--- config.mk ---
export PLATFORM = sky130hd
export DESIGN_NAME = debounce_event_arbiter
export DESIGN_NICKNAME = d
export VERILOG_FILES = /design/src/rtl/debounce_event_arbiter.sv
export SDC_FILE = /design/constraint.sdc
export NUM_CORES = 1
export LEC_CHECK = 0
export ABC_AREA = 1
export BUFFER_PORTS_ARGS = -buffer_cell sky130_fd_sc_hd__buf_2
export CAP_MARGIN = 0
export CELL_PAD_IN_SITES_DETAIL_PLACEMENT = 1
export CELL_PAD_IN_SITES_GLOBAL_PLACEMENT = 1
export CORE_MARGIN = 4
export CORE_UTILIZATION = 35
export CTS_BUF_LIST = sky130_fd_sc_hd__clkbuf_8 sky130_fd_sc_hd__clkbuf_16
export DETAILED_ROUTE_END_ITERATION = 12
export MAX_ROUTING_LAYER = met4
export PLACE_DENSITY = 0.79
export SYNTH_ARGS = -nofsm -noshare
export SYNTH_HDL_FRONTEND = slang
export SYNTH_SLANG_ARGS = --single-unit
export TNS_END_PERCENT = 1
--- constraint.sdc ---
create_clock -name i_clk -period 1.81 [get_ports i_clk]
set_input_delay 0.362 -clock i_clk [delete_from_list [all_inputs] [get_ports i_clk]]
set_output_delay 0.362 -clock i_clk [all_outputs]
set_load 0.01 [all_outputs]
--- src/rtl/debounce_event_arbiter.sv ---
// debounce_event_arbiter: serialises per-channel debouncer transition pulses into one
// round-robin event stream presented on a valid/ready output register.
// Ports:
//   i_clk, i_reset        clock and synchronous active-high reset
//   i_trans_up/dn[N_CH]   one-cycle transition pulses per channel (up wins if both)
//   o_ev_valid, i_ev_ready, o_ev_chan, o_ev_up   event output handshake
//   o_overrun[N_CH], i_overrun_clr              sticky lost-event flags and clear
// Optional feature: define ARB_OVERRUN_EN to build the overrun flags; otherwise
// o_overrun is tied to 0 and i_overrun_clr is ignored.
module debounce_event_arbiter #(
    parameter int N_CH  = 4,
    parameter int IDX_W = 2
) (
    input  logic             i_clk,
    input  logic             i_reset,
    input  logic [N_CH-1:0]  i_trans_up,
    input  logic [N_CH-1:0]  i_trans_dn,
    output logic             o_ev_valid,
    input  logic             i_ev_ready,
    output logic [IDX_W-1:0] o_ev_chan,
    output logic             o_ev_up,
    output logic [N_CH-1:0]  o_overrun,
    input  logic             i_overrun_clr
);
    logic [N_CH-1:0]  r_pend;
    logic [N_CH-1:0]  r_dir;
    logic [IDX_W-1:0] r_ptr;
    logic             r_valid;
    logic [IDX_W-1:0] r_chan;
    logic             r_up;
    logic [N_CH-1:0]  w_ev;
    logic [N_CH-1:0]  w_gnt;
    logic [IDX_W-1:0] w_win;
    logic [IDX_W-1:0] w_nxt;
    logic [IDX_W:0]   w_pos;
    logic             w_any;
    logic             w_load;

    assign w_ev   = i_trans_up | i_trans_dn;
    assign w_load = !r_valid || i_ev_ready;
    assign w_nxt  = (w_win == IDX_W'(N_CH - 1)) ? '0 : w_win + 1'b1;
    assign w_gnt  = (w_load && w_any) ? (N_CH'(1) << w_win) : '0;

    // Scan from the farthest offset back to ptr so the nearest pending channel wins.
    always_comb begin
        w_win = '0;
        w_pos = '0;
        w_any = |r_pend;
        for (int k = N_CH - 1; k >= 0; k--) begin
            w_pos = {1'b0, r_ptr} + (IDX_W+1)'(k);
            if (w_pos >= (IDX_W+1)'(N_CH)) w_pos = w_pos - (IDX_W+1)'(N_CH);
            if (r_pend[w_pos[IDX_W-1:0]]) w_win = w_pos[IDX_W-1:0];
        end
    end

    // A new pulse re-arms pend even on the channel being granted this cycle.
    always_ff @(posedge i_clk) begin
        if (i_reset) begin
            r_pend  <= '0;
            r_dir   <= '0;
            r_ptr   <= '0;
            r_valid <= 1'b0;
            r_chan  <= '0;
            r_up    <= 1'b0;
        end else begin
            r_pend <= w_ev | (r_pend & ~w_gnt);
            r_dir  <= (w_ev & i_trans_up) | (~w_ev & r_dir);
            if (w_load) begin
                r_valid <= w_any;
                if (w_any) begin
                    r_chan <= w_win;
                    r_up   <= r_dir[w_win];
                    r_ptr  <= w_nxt;
                end
            end
        end
    end

    assign o_ev_valid = r_valid;
    assign o_ev_chan  = r_chan;
    assign o_ev_up    = r_up;

`ifdef ARB_OVERRUN_EN
    logic [N_CH-1:0] r_ovr;
    // A fresh overwrite beats a simultaneous clear.
    always_ff @(posedge i_clk) begin
        if (i_reset) r_ovr <= '0;
        else r_ovr <= (w_ev & r_pend & ~w_gnt) | (i_overrun_clr ? '0 : r_ovr);
    end
    assign o_overrun = r_ovr;
`else
    logic w_unused;
    assign w_unused  = i_overrun_clr;
    assign o_overrun = '0;
`endif
endmodule
## After elaboration in Yosys (flattened, before gate mapping)

Index checks and enable logic that the tools add are counted.

| cells by class | value |
|---|---|
| div/mod/pow operators | 0 |
| muxes and demuxes | 20 |
| multiply operators | 0 |
| equal/unequal tests | 1 |
| shifts and indexed selects | 1 |
| bitwise gates (word level) | 8 |
| order comparisons | 9 |
| reductions and logical operators | 5 |
| $add $sub $neg | 8 |

Operators with widths:

| operator | count |
|---|---|
| 2-to-1 mux 2 bit | 9 |
| < comparator 2 x 3 -> 1 bit, second input constant | 5 |
| bitwise AND 4 bit | 3 |
| bitwise OR 4 bit | 3 |
| binary-select mux 1 bit (select 2 bit) | 5 |
| greater-or-equal comparator 3 bit, second input constant | 3 |
| inverter 4 bit | 2 |
| subtractor 2 x 1 -> 2 bit, second input constant | 4 |
| adder 2 x 2 -> 3 bit, second input constant | 2 |
| 2-to-1 mux 1 bit | 5 |
| 2-to-1 mux 4 bit | 1 |
| OR reduction 4 bit | 1 |
| << shifter 1 x 2 -> 4 bit, first input constant | 1 |
| adder 2 x 1 -> 3 bit, second input constant | 1 |
| greater-or-equal comparator 2 x 3 -> 1 bit, second input constant | 1 |
| adder 2 x 1 -> 2 bit, second input constant | 1 |
| equality test 2 bit, second input constant | 1 |
| AND reduction 2 bit | 1 |
| logical AND 1 bit | 1 |
| logical NOT 1 bit | 1 |
| logical OR 1 bit | 1 |

| word-level totals | value |
|---|---|
| latch bits | 0 |
| register bits after elaboration | 14 |
| ROM bits | 0 |
| memory bits (writable) | 0 |
| memories kept | 0 |
| output and inout bits | 8 |
| input bits | 12 |

## Depth between registers and ports, before layout

Gate-level depths: netlist (run 1).

| logic depth | value |
|---|---|
| depth in word-level cells | 14 |
| gate-level depth with buffers | 14 |

## Worst setup path before layout (run 1)

No wires, ideal clock.

| timing | value |
|---|---|
| kind | flip-flop to flip-flop |
| start point | register r_ptr[0] |
| end point | register r_ptr[1] |
| cell stages (with the launch flop) | 14 |
| data required time | 1.690 ns |
| setup slack | 0.242 ns |
| path buffers | 1 |
| arrival | 1.448 ns |
| path through | dfxtp_1 -> buf_6 -> nand2_2 -> nand2_2 -> inv_2 -> nand2_1 -> nand2_1 -> nand3_1 -> nand2_1 -> nand2_1 -> inv_1 -> ha_1 -> o21ai_0 -> a21oi_1 |

| on the way | value |
|---|---|
| cells in the longest elaborated chain, start to end | 11 |
| elaborated cells between the ends (all ways) | 30 |
| those cells by class | add/sub (8); order compare (4); eq/ne (1); mux (17) |

Ends and longest elaborated chain:

| element | RTL line | source |
|---|---|---|
| from (decl) | 27 | `logic [IDX_W-1:0] r_ptr;` |
| from (signal assigned) | 73 | `r_ptr <= w_nxt;` |
| adder 2 x 2 -> 3 bit | 50 | `w_pos = {1'b0, r_ptr} + (IDX_W+1)'(k);` |
| greater-or-equal comparator 3 bit or subtractor 2 x 1 -> 2 bit (tied branches) | 51 | `if (w_pos >= (IDX_W+1)'(N_CH)) w_pos = w_pos - (IDX_W+1)'(N_CH);` |
| 2-to-1 mux 2 bit | 51 |  |
| binary-select mux 1 bit (select 2 bit) | 52 | `if (r_pend[w_pos[IDX_W-1:0]]) w_win = w_pos[IDX_W-1:0];` |
| 2-to-1 mux 1 bit (not written as such) | 52 |  |
| 2-to-1 mux 2 bit (3 in a row) | 52 |  |
| 2-to-1 mux 2 bit (*) | 52 |  |
| adder 2 x 1 -> 2 bit or equality test 2 bit (tied branches) | 41 | `assign w_nxt = (w_win == IDX_W'(N_CH - 1)) ? '0 : w_win + 1'b1;` |
| 2-to-1 mux 2 bit (*) | 41 |  |
| via w_nxt[1] | 34 | `logic [IDX_W-1:0] w_nxt;` |

Mark *: on every way through the listed nets, which the timed path passes. The rest lies on a longest branch. The select of a mux whose other input is x is not followed.
A chain may end at the register's enable or synchronous reset.

## Worst setup path after layout (run 1)

Ends and elaborated chain as after synthesis.

==> results of run 1 <==
==> cells by family (layout without fill, tap and decap cells) <==
kind of cell    Yosys count  count (layout)  synth area share [%]
compound gates           18              18                  12.7
other cells               1               4                 0.457
buf+inv                  28              43                  16.0
flops                    14              14                  34.1
fa+ha+maj                 1               1                  1.52
simple gates             60              60                  35.2
==> cell usage after synthesis <==
cell type | number | area share, %
a21oi_1 | 8 | 4.9
a21oi_2 | 2 | 2.1
buf_4 | 5 | 4.6
buf_6 | 1 | 1.4
conb_1 | 1 | 0.46
dfxtp_1 | 14 | 34
ha_1 | 1 | 1.5
inv_1 | 18 | 8.2
inv_2 | 4 | 1.8
nand2_1 | 27 | 12
nand2_2 | 4 | 3.0
nand2_4 | 2 | 2.7
nand3_1 | 11 | 6.7
nand3_2 | 2 | 2.4
nor2_1 | 11 | 5.0
nor2_2 | 1 | 0.76
nor2_4 | 1 | 1.4
nor4_1 | 1 | 0.76
o211ai_1 | 1 | 0.91
o21ai_0 | 5 | 3.0
o21ai_1 | 1 | 0.61
o21ai_2 | 1 | 1.1
==> worst paths after layout <==
kind / startpoint / endpoint / cells past startpoint
min: i_trans_up[2] / flop / 3
min reg2reg: flop / flop / 2
max: r_ptr[0] / r_ptr[1] / 10
max reg2reg: r_ptr[0] / r_ptr[1] / 10
==> layout make-up <==
class / count / share of cell area, %
clock buffers: 4 / 5.63
multi-input cells: 83 / 43.8
inverters: 22 / 8.45
well taps: 28 / 3.59
flip-flops and latches: 14 / 29.1
repair buffers: 17 / 9.48
==> critical path: stages (launching register included) <==
cell      delay (ns)
dfxtp_4         0.36
clkbuf_4        0.17
o21ai_2         0.17
nand2_1         0.10
nand3_2         0.11
nand2_2         0.07
nand2_4         0.08
nand2_4         0.07
ha_1            0.29
o21ai_2         0.11
a21oi_1         0.05
==> power by group through the flow <==
stage          Combinational, W  Sequential [W]  Clock [W]
2_1_floorplan          0.000711        0.000436          0
3_3_place_gp           0.000877        0.000447          0
3_5_place_dp           0.000919        0.000453          0
4_1_cts                0.000930        0.000450   0.000313
5_1_grt                 0.00112        0.000450   0.000334
6_report               0.000981        0.000439   0.000306
==> placed cells by master (no fill, tap or decap), types with 2 or more instances in the layout <==
master    Yosys  final
nor2_1       11     11
nand2_2       4      4
o21ai_2       1      3
nand2_4       2      2
a21oi_1       8      8
inv_2         4      5
a21oi_2       2      2
o21ai_0       5      4
nand2_1      27     27
nand3_1      11     11
conb_1        1      4
nand3_2       2      2
buf_2         0     14
buf_4         5      2
inv_1        18     17
clkbuf_8      0      4
dfxtp_1      14     13
==> through the flow <==
step | util [%] | TNS (ns) | cell area, um^2
6_report | 44.2 | 0 | 977
5_1_grt | 44.2 | -0.00107 | 977
4_1_cts | 43.4 | 0 | 960
3_5_place_dp | 40.8 | -0.0533 | 903
3_3_place_gp | 40.8 | 0 | 903
2_1_floorplan | - | 0 | 832
==> timing repair <==
action	CTS	global route
endpoints found under the hold margin	0	0
gates resized for setup	1	7
pin swaps	0	1
endpoints found under the setup margin	2	2
buffers inserted	0	1
==> routing by layer <==
layer	wire length (um)	vias to the layer above	GRT usage [%]
li1	-	409	-
met1	833	358	14.8
met2	1080	14	24.1
met3	40	2	2.07
met4	9	0	4.07
met5	0	-	-
==> impl_metrics.env, run 1 <==
export IMPL_drv_slew=0
export IMPL_arrival_ns=1.82
export IMPL_whs_ns=0.339
export IMPL_hold_path_class="in2reg"
export IMPL_clock_latency_ns=0.24
export IMPL_p_int_w=0.000948
export IMPL_crit_type="reg2reg"
export IMPL_drive_above_1_share_pct=30.0
export IMPL_firstDrtPassIters=4
export IMPL_wl_um=1960
export IMPL_clock_path_buffers=2
export IMPL_vdd_drop_max_mv=0.806
export IMPL_regArea_um2=284
export IMPL_ys_types=22
export IMPL_synth_warnings=0
export IMPL_numCtsBuffers=3
export IMPL_netlist_area_um2=821
export IMPL_grt_use_total_pct=13.3
export IMPL_start_util_pct=37.1
export IMPL_cts_tree="built"
export IMPL_cts_root_buf="clkbuf_8"
export IMPL_hold_violations=0
export IMPL_avgSynthCellArea_um2=6.73
export IMPL_grt_pass1_wl_um=3330
export IMPL_dp_cells=163
export IMPL_power_frac_seq_pct=25.4
export IMPL_route_detailed_drc=0
export IMPL_grt_start_max_net_pins=11
export IMPL_post_place_ws_ns=-0.0533
export IMPL_p_leak_nw=0.531
export IMPL_synth_cells=122
export IMPL_critical_path_startpoint_type="flop"
export IMPL_power_density_cell_area_mw_per_mm2=1770
export IMPL_endpoint_kind="flop"
export IMPL_antenna_left=0
export IMPL_power_share_switching_pct=45.1
export IMPL_switchingPower_w=0.000779
export IMPL_cts_max_level=1
export IMPL_fin_skew_ns=0.00185
export IMPL_vias=783
export IMPL_setup_slack_ns=0.126
export IMPL_diodes=0
export IMPL_ios=20
export IMPL_overflow=0
export IMPL_synth_seq_cells=14
export IMPL_wire_per_inst_um=11.7
export IMPL_fmax_mhz=594
export IMPL_ctsHoldBuffers=0
export IMPL_area_delta_synth_final_pct=19.1
export IMPL_multi_input_area_um2=428
export IMPL_worstPathMaxFanout=6
export IMPL_synth_seq_area_share_pct=34.1
export IMPL_die_area_mm2=0.00318
export IMPL_required_ns=1.94
export IMPL_cts_num_sinks=14
export IMPL_grt_pass1_vias=781
export IMPL_final_net_count=154
export IMPL_coreArea_mm2=0.00221
export IMPL_antenna_found_initial=0
export IMPL_setup_violations_final=0
export IMPL_fillers=309
export IMPL_status="completed"
export IMPL_cts_clk_slew_worst_paths_ns=0.06
export IMPL_finalPower_w=0.00173
export IMPL_clockPowerShare_pct=17.7
export IMPL_comb_power_share_pct=56.8
export IMPL_avgViaCountPerCell=4.66
export IMPL_drtIter0Drc=4
export IMPL_die_h_um=56.4
export IMPL_hpwlAfterDp_um=1540
export IMPL_r2r_slack_ns=0.13
export IMPL_fin_cells=168
export IMPL_io_buffer_count=14
export IMPL_gp_congestion=0.804
export IMPL_timing_final_crit_share_pct=93.1
export IMPL_maxCapViolCount=0
export IMPL_finalCriticalPeriod_ns=1.68
export IMPL_rows=17
export IMPL_die_w_um=56.4
Power figures use the tool's default switching activity.
==> run 2, diff against run 1 <==
--- a/config.mk
+++ b/config.mk
@@ -5,7 +5,6 @@
 export SDC_FILE = /design/constraint.sdc
 export NUM_CORES = 1
 export LEC_CHECK = 0
-export ABC_AREA = 1
 export BUFFER_PORTS_ARGS = -buffer_cell sky130_fd_sc_hd__buf_2
 export CAP_MARGIN = 0
 export CELL_PAD_IN_SITES_DETAIL_PLACEMENT = 1
@@ -15,7 +14,7 @@
 export CTS_BUF_LIST = sky130_fd_sc_hd__clkbuf_8 sky130_fd_sc_hd__clkbuf_16
 export DETAILED_ROUTE_END_ITERATION = 12
 export MAX_ROUTING_LAYER = met4
-export PLACE_DENSITY = 0.79
+export PLACE_DENSITY = 0.72
 export SYNTH_ARGS = -nofsm -noshare
 export SYNTH_HDL_FRONTEND = slang
 export SYNTH_SLANG_ARGS = --single-unit
==> impl_metrics.env, run 2 <==
export IMPL_status="completed"
export IMPL_synth_async_reset_ratio_pct=0
export IMPL_setup_violations_final=0
export IMPL_yosys_cell_count_top_type="dfxtp_1"
export IMPL_netlist_area_um2=676
export IMPL_overflow=0
export IMPL_crit_top_cell="a21oi_1"
export IMPL_layout_commonest_cell="buf_2"
export IMPL_wire_per_inst_um=13.4
export IMPL_ys_types=24
export IMPL_power_density_cell_area_mw_per_mm2=1040
export IMPL_grt_start_max_net_pins=17
export IMPL_grt_pass1_vias=670
export IMPL_power_share_switching_pct=29.6
export IMPL_coreArea_mm2=0.00178
export IMPL_finalCriticalPeriod_ns=1.72
export IMPL_start_util_pct=37.9
export IMPL_crit_path_max_incr_delay_ns=0.37
export IMPL_antenna_found_initial=0
export IMPL_drv_slew=0
export IMPL_required_ns=1.99
export IMPL_io_buffer_count=14
export IMPL_fillers=232
export IMPL_cts_clk_slew_worst_paths_ns=0.06
export IMPL_worstPathMaxFanout=5
export IMPL_gp_congestion=0.756
export IMPL_synth_warnings=0
export IMPL_fmax_mhz=581
export IMPL_vias=623
export IMPL_synth_area_leaders="dfxtp_1, a21oi_1, mux2i_1, nor2_1, buf_4"
export IMPL_use_met3_pct=1.72
export IMPL_crit_chain="buf_4 -> nand2b_1 -> a21oi_1 -> a211o_1 -> inv_4 -> ha_4 -> or3_1 -> a21oi_1"
export IMPL_synth_top_cells_by_count="dfxtp_1, nor2_1, a21oi_1"
export IMPL_diodes=0
export IMPL_switchingPower_w=0.000283
export IMPL_synth_edf_count=0
export IMPL_ys_flop_type="dfxtp_1"
export IMPL_clockPowerShare_pct=33.0
export IMPL_die_w_um=51.9
export IMPL_met1_usage_pct=15.5
export IMPL_met2_usage_pct=26.8
export IMPL_layout_common_cells="buf_2, nor2_1, dfxtp_1"
export IMPL_r2r_slack_ns=0.09
export IMPL_clock_latency_ns=0.25
export IMPL_p_int_w=0.000671
export IMPL_fin_skew_ns=0.00126
export IMPL_drive_above_1_share_pct=37.1
export IMPL_die_area_mm2=0.00270
export IMPL_cts_max_level=1
export IMPL_drtIter0Drc=0
export IMPL_maxCapViolCount=0
export IMPL_fin_util_pct=51.6
export IMPL_critical_path_startpoint_type="flop"
export IMPL_cts_root_buf="clkbuf_8"
export IMPL_synth_seq_cells=14
export IMPL_avgViaCountPerCell=4.79
export IMPL_die_h_um=51.9
export IMPL_endpoint_kind="flop"
export IMPL_firstDrtPassIters=1
export IMPL_power_frac_seq_pct=38.6
export IMPL_synth_cells=80
export IMPL_rows=15
export IMPL_clock_path_buffers=2
export IMPL_slowest_stage="or3_1"
export IMPL_route_detailed_drc=0
export IMPL_setup_slack_ns=0.0901
export IMPL_numCtsBuffers=3
export IMPL_hpwlAfterDp_um=1240
export IMPL_hold_path_class="in2reg"
export IMPL_avgSynthCellArea_um2=8.45
export IMPL_post_place_ws_ns=-0.0625
export IMPL_antenna_left=0
export IMPL_grt_use_total_pct=15.2
export IMPL_cts_tree="built"
export IMPL_dp_cells=122
export IMPL_fin_cells=130
export IMPL_whs_ns=0.338
export IMPL_cts_num_sinks=14
export IMPL_timing_final_crit_share_pct=95.0
export IMPL_area_delta_synth_final_pct=36.3
export IMPL_yosysTopAreaCellShare_pct=41.5
export IMPL_slew_headroom_pct=56.0
export IMPL_vdd_drop_max_mv=0.488
export IMPL_busiest_layer="met2"
export IMPL_hold_violations=0
export IMPL_grt_pass1_wl_um=2860
export IMPL_synth_seq_area_share_pct=41.5
export IMPL_comb_power_share_pct=28.4
export IMPL_ios=20
export IMPL_arrival_ns=1.90
export IMPL_place_area_um2=792
export IMPL_final_net_count=119
export IMPL_p_leak_nw=0.436
export IMPL_crit_type="reg2reg"
export IMPL_worst_pin_slew_ns=0.653
export IMPL_yosysTopAreaCell="dfxtp_1"
export IMPL_wl_um=1740
export IMPL_design_area_um2=921
run 2: cell types whose count changed after synthesis, moves of 4 or more:
cell     previous run  this run
inv_1              18         7
mux2i_1             0         5
nand2_1            27         1
nand2_2             4         0
nand3_1            11         0
o21ai_0             5         0
run 2: final cells by class:
class	count	area, um^2	area share [%]
Multi-Input combinational cell	54	369	40.1
Timing Repair Buffer	24	145	15.8
Inverter	9	38.8	4.21
Tap cell	25	31.3	3.40
Sequential cell	14	282	30.6
Clock buffer	4	55.1	5.98
run 2: logic make-up (layout without fill, tap and decap cells):
logic type / after synthesis / count (layout) / synth area share (%)
AO/OA/AOI/OAI: 20 / 20 / 19.6
adder cells (fa/ha/maj): 1 / 1 / 1.85
buffers and inverters: 15 / 37 / 11.1
flip-flops: 14 / 14 / 41.5
multiplexers: 5 / 5 / 7.41
other: 1 / 4 / 0.555
AND/OR/NAND/NOR: 24 / 24 / 18.0
run 2: worst paths after layout:
kind / startpoint / to / cells after the start
max reg2reg: r_pend[1] / r_ptr[0] / 8
min: i_trans_up[2] / flop / 3
max: r_pend[1] / r_ptr[0] / 8
min reg2reg: flop / flop / 2
run 2: per-layer routing:
metal  vias up  part of all wire (%)
li1        317                     -
met1       287                    44
met2        14                    49
met3         5                   3.7
met4         0                   2.9
met5         -                     0
run 2: per-stage QoR:
stage | TNS, ns | total power, W
6_report | 0 | 0.000954
3_5_place_dp | -0.153 | 0.000589
2_1_floorplan | 0 | 0.000520
3_3_place_gp | 0 | 0.000581
4_1_cts | 0 | 0.000911
5_1_grt | -0.0154 | 0.00102
run 2: worst max-delay path: cells and delay by family, from the launching register on:
kind	cells	cell delay (ns)
buffers and inverters	2	0.21
AND/OR/NAND/NOR	2	0.51
AO/OA/AOI/OAI	3	0.44
adder cells (fa/ha/maj)	1	0.16
flip-flops	1	0.32
run 2: repair_timing:
item | in CTS | in global routing
pin swaps | 0 | 5
hold endpoints to repair | 0 | 0
endpoints found under the setup margin | 5 | 3
hold buffers | 0 | 0
gates resized for setup | 1 | 10
buffers inserted | 0 | 4
run 2: power by group through the flow:
stage          Clock, W  Sequential (W)  Combinational, W
4_1_cts        0.000325        0.000367          0.000219
3_3_place_gp          0        0.000371          0.000209
6_report       0.000315        0.000368          0.000271
5_1_grt        0.000347        0.000372          0.000306
3_5_place_dp          0        0.000373          0.000216
2_1_floorplan         0        0.000377          0.000143
==> run 3, diff against run 2 <==
--- a/config.mk
+++ b/config.mk
@@ -14,7 +14,7 @@
 export CTS_BUF_LIST = sky130_fd_sc_hd__clkbuf_8 sky130_fd_sc_hd__clkbuf_16
 export DETAILED_ROUTE_END_ITERATION = 12
 export MAX_ROUTING_LAYER = met4
-export PLACE_DENSITY = 0.72
+export PLACE_DENSITY_LB_ADDON = 0.2
 export SYNTH_ARGS = -nofsm -noshare
 export SYNTH_HDL_FRONTEND = slang
 export SYNTH_SLANG_ARGS = --single-unit
==> impl_metrics.env, run 3 (same netlist as run 2, synthesis figures left out) <==
export IMPL_die_w_um=51.9
export IMPL_grt_pass1_wl_um=2860
export IMPL_whs_ns=0.339
export IMPL_ios=20
export IMPL_clock_path_buffers=2
export IMPL_grt_use_total_pct=15.2
export IMPL_status="completed"
export IMPL_avgViaCountPerCell=4.88
export IMPL_post_place_ws_ns=-0.239
export IMPL_layout_common_cells="buf_2, nor2_1, buf_4"
export IMPL_io_buffer_count=14
export IMPL_coreArea_mm2=0.00178
export IMPL_timing_final_crit_share_pct=98.6
export IMPL_start_util_pct=37.9
export IMPL_firstDrtPassIters=3
export IMPL_hold_path_class="in2reg"
export IMPL_worstPathMaxFanout=7
export IMPL_multi_input_area_um2=360
export IMPL_wl_um=1830
export IMPL_wire_per_inst_um=13.8
export IMPL_endpoint_kind="flop"
export IMPL_area_delta_synth_final_pct=36.5
export IMPL_reg2regPathDepth=8
export IMPL_power_density_cell_area_mw_per_mm2=996
export IMPL_cts_num_sinks=14
export IMPL_clock_latency_ns=0.24
export IMPL_hold_violations=0
export IMPL_vdd_drop_max_mv=0.528
export IMPL_die_area_mm2=0.00270
export IMPL_final_net_count=122
export IMPL_grt_pass1_vias=659
export IMPL_r2r_start="r_pend[1]"
export IMPL_ctsHoldBuffers=0
export IMPL_drtIter0Drc=4
export IMPL_cts_clk_slew_worst_paths_ns=0.06
export IMPL_finalPower_w=0.000918
export IMPL_cts_max_level=1
export IMPL_fillers=226
export IMPL_overflow=0
export IMPL_required_ns=1.99
export IMPL_fin_cells=132
export IMPL_grt_start_max_net_pins=17
export IMPL_drive_above_1_share_pct=39.3
export IMPL_p_leak_nw=0.443
export IMPL_hp_start="i_trans_up[2]"
export IMPL_setup_violations_final=0
export IMPL_setup_slack_ns=0.0253
export IMPL_rows=15
export IMPL_worstSetupStartpoint="r_pend[1]"
export IMPL_worst_pin_slew_ns=0.750
export IMPL_numCtsBuffers=3
export IMPL_arrival_ns=1.96
export IMPL_crit_type="reg2reg"
export IMPL_finalCriticalPeriod_ns=1.78
export IMPL_cts_tree="built"
export IMPL_antenna_found_initial=0
export IMPL_critical_path_startpoint_type="flop"
export IMPL_diodes=0
export IMPL_die_h_um=51.9
export IMPL_regArea_um2=283
export IMPL_fmax_mhz=560
export IMPL_maxCapViolCount=0
export IMPL_route_detailed_drc=0
export IMPL_antenna_left=0
export IMPL_layout_commonest_cell="buf_2"
export IMPL_hpwlAfterDp_um=1280
export IMPL_vias=644
export IMPL_dp_cells=123
export IMPL_fin_skew_ns=0.00207
export IMPL_gp_congestion=0.796
export IMPL_cts_root_buf="clkbuf_8"
export IMPL_fin_setup_tns_ns=0
export IMPL_drv_slew=0
export IMPL_hold_depth=3
export IMPL_slew_headroom_pct=49.5
## run 3: cell type report
cell class,count,share of cell area [%]
Tap cell,25,3.39
Clock buffer,3,4.48
Inverter,9,4.21
Sequential cell,14,30.7
Timing Repair Buffer,27,18.2
Multi-Input combinational cell,54,39.1
## run 3: power by group
group          leakage [nW]  switching (W)  total (W)  internal (W)
Sequential            0.117      0.0000264   0.000370      0.000344
Clock                0.0216       0.000107   0.000254      0.000147
Combinational         0.304       0.000143   0.000294      0.000151
## run 3: worst paths after layout
kind / slack [ns] / endpoint
setup / recovery: 0.03 / r_ptr[0]
hold / removal: 0.34 / flop
setup reg to reg: 0.03 / r_ptr[0]
hold reg to reg: 0.48 / flop
## run 3: stage by stage
stage / util (%) / cell area, um^2
2_1_floorplan: - / 687
3_3_place_gp: 44.8 / 800
3_5_place_dp: 44.8 / 800
4_1_cts: 47.6 / 848
5_1_grt: 51.7 / 922
6_report: 51.7 / 922
## run 3: critical path, cell delays in order (launching register included)
cell and delay, ns:
dfxtp_2 0.33, buf_4 0.15, nand2b_1 0.16, a21oi_2 0.13, a211o_1 0.19, inv_4 0.07, ha_1 0.20, or3_4 0.39
a21oi_2 0.11
## run 3: per-layer routing
metal	global-route usage, %	vias to the layer above	share of wire (%)
li1	-	319	-
met1	17.1	308	44
met2	23.6	13	49
met3	3.44	4	3.3
met4	10.5	0	2.7
met5	-	-	0
## run 3: what timing repair did
action / CTS / global route
buffers inserted: 0 / 6
pin swaps: 1 / 5
endpoints found under the setup margin: 8 / 3
resized for setup: 1 / 10
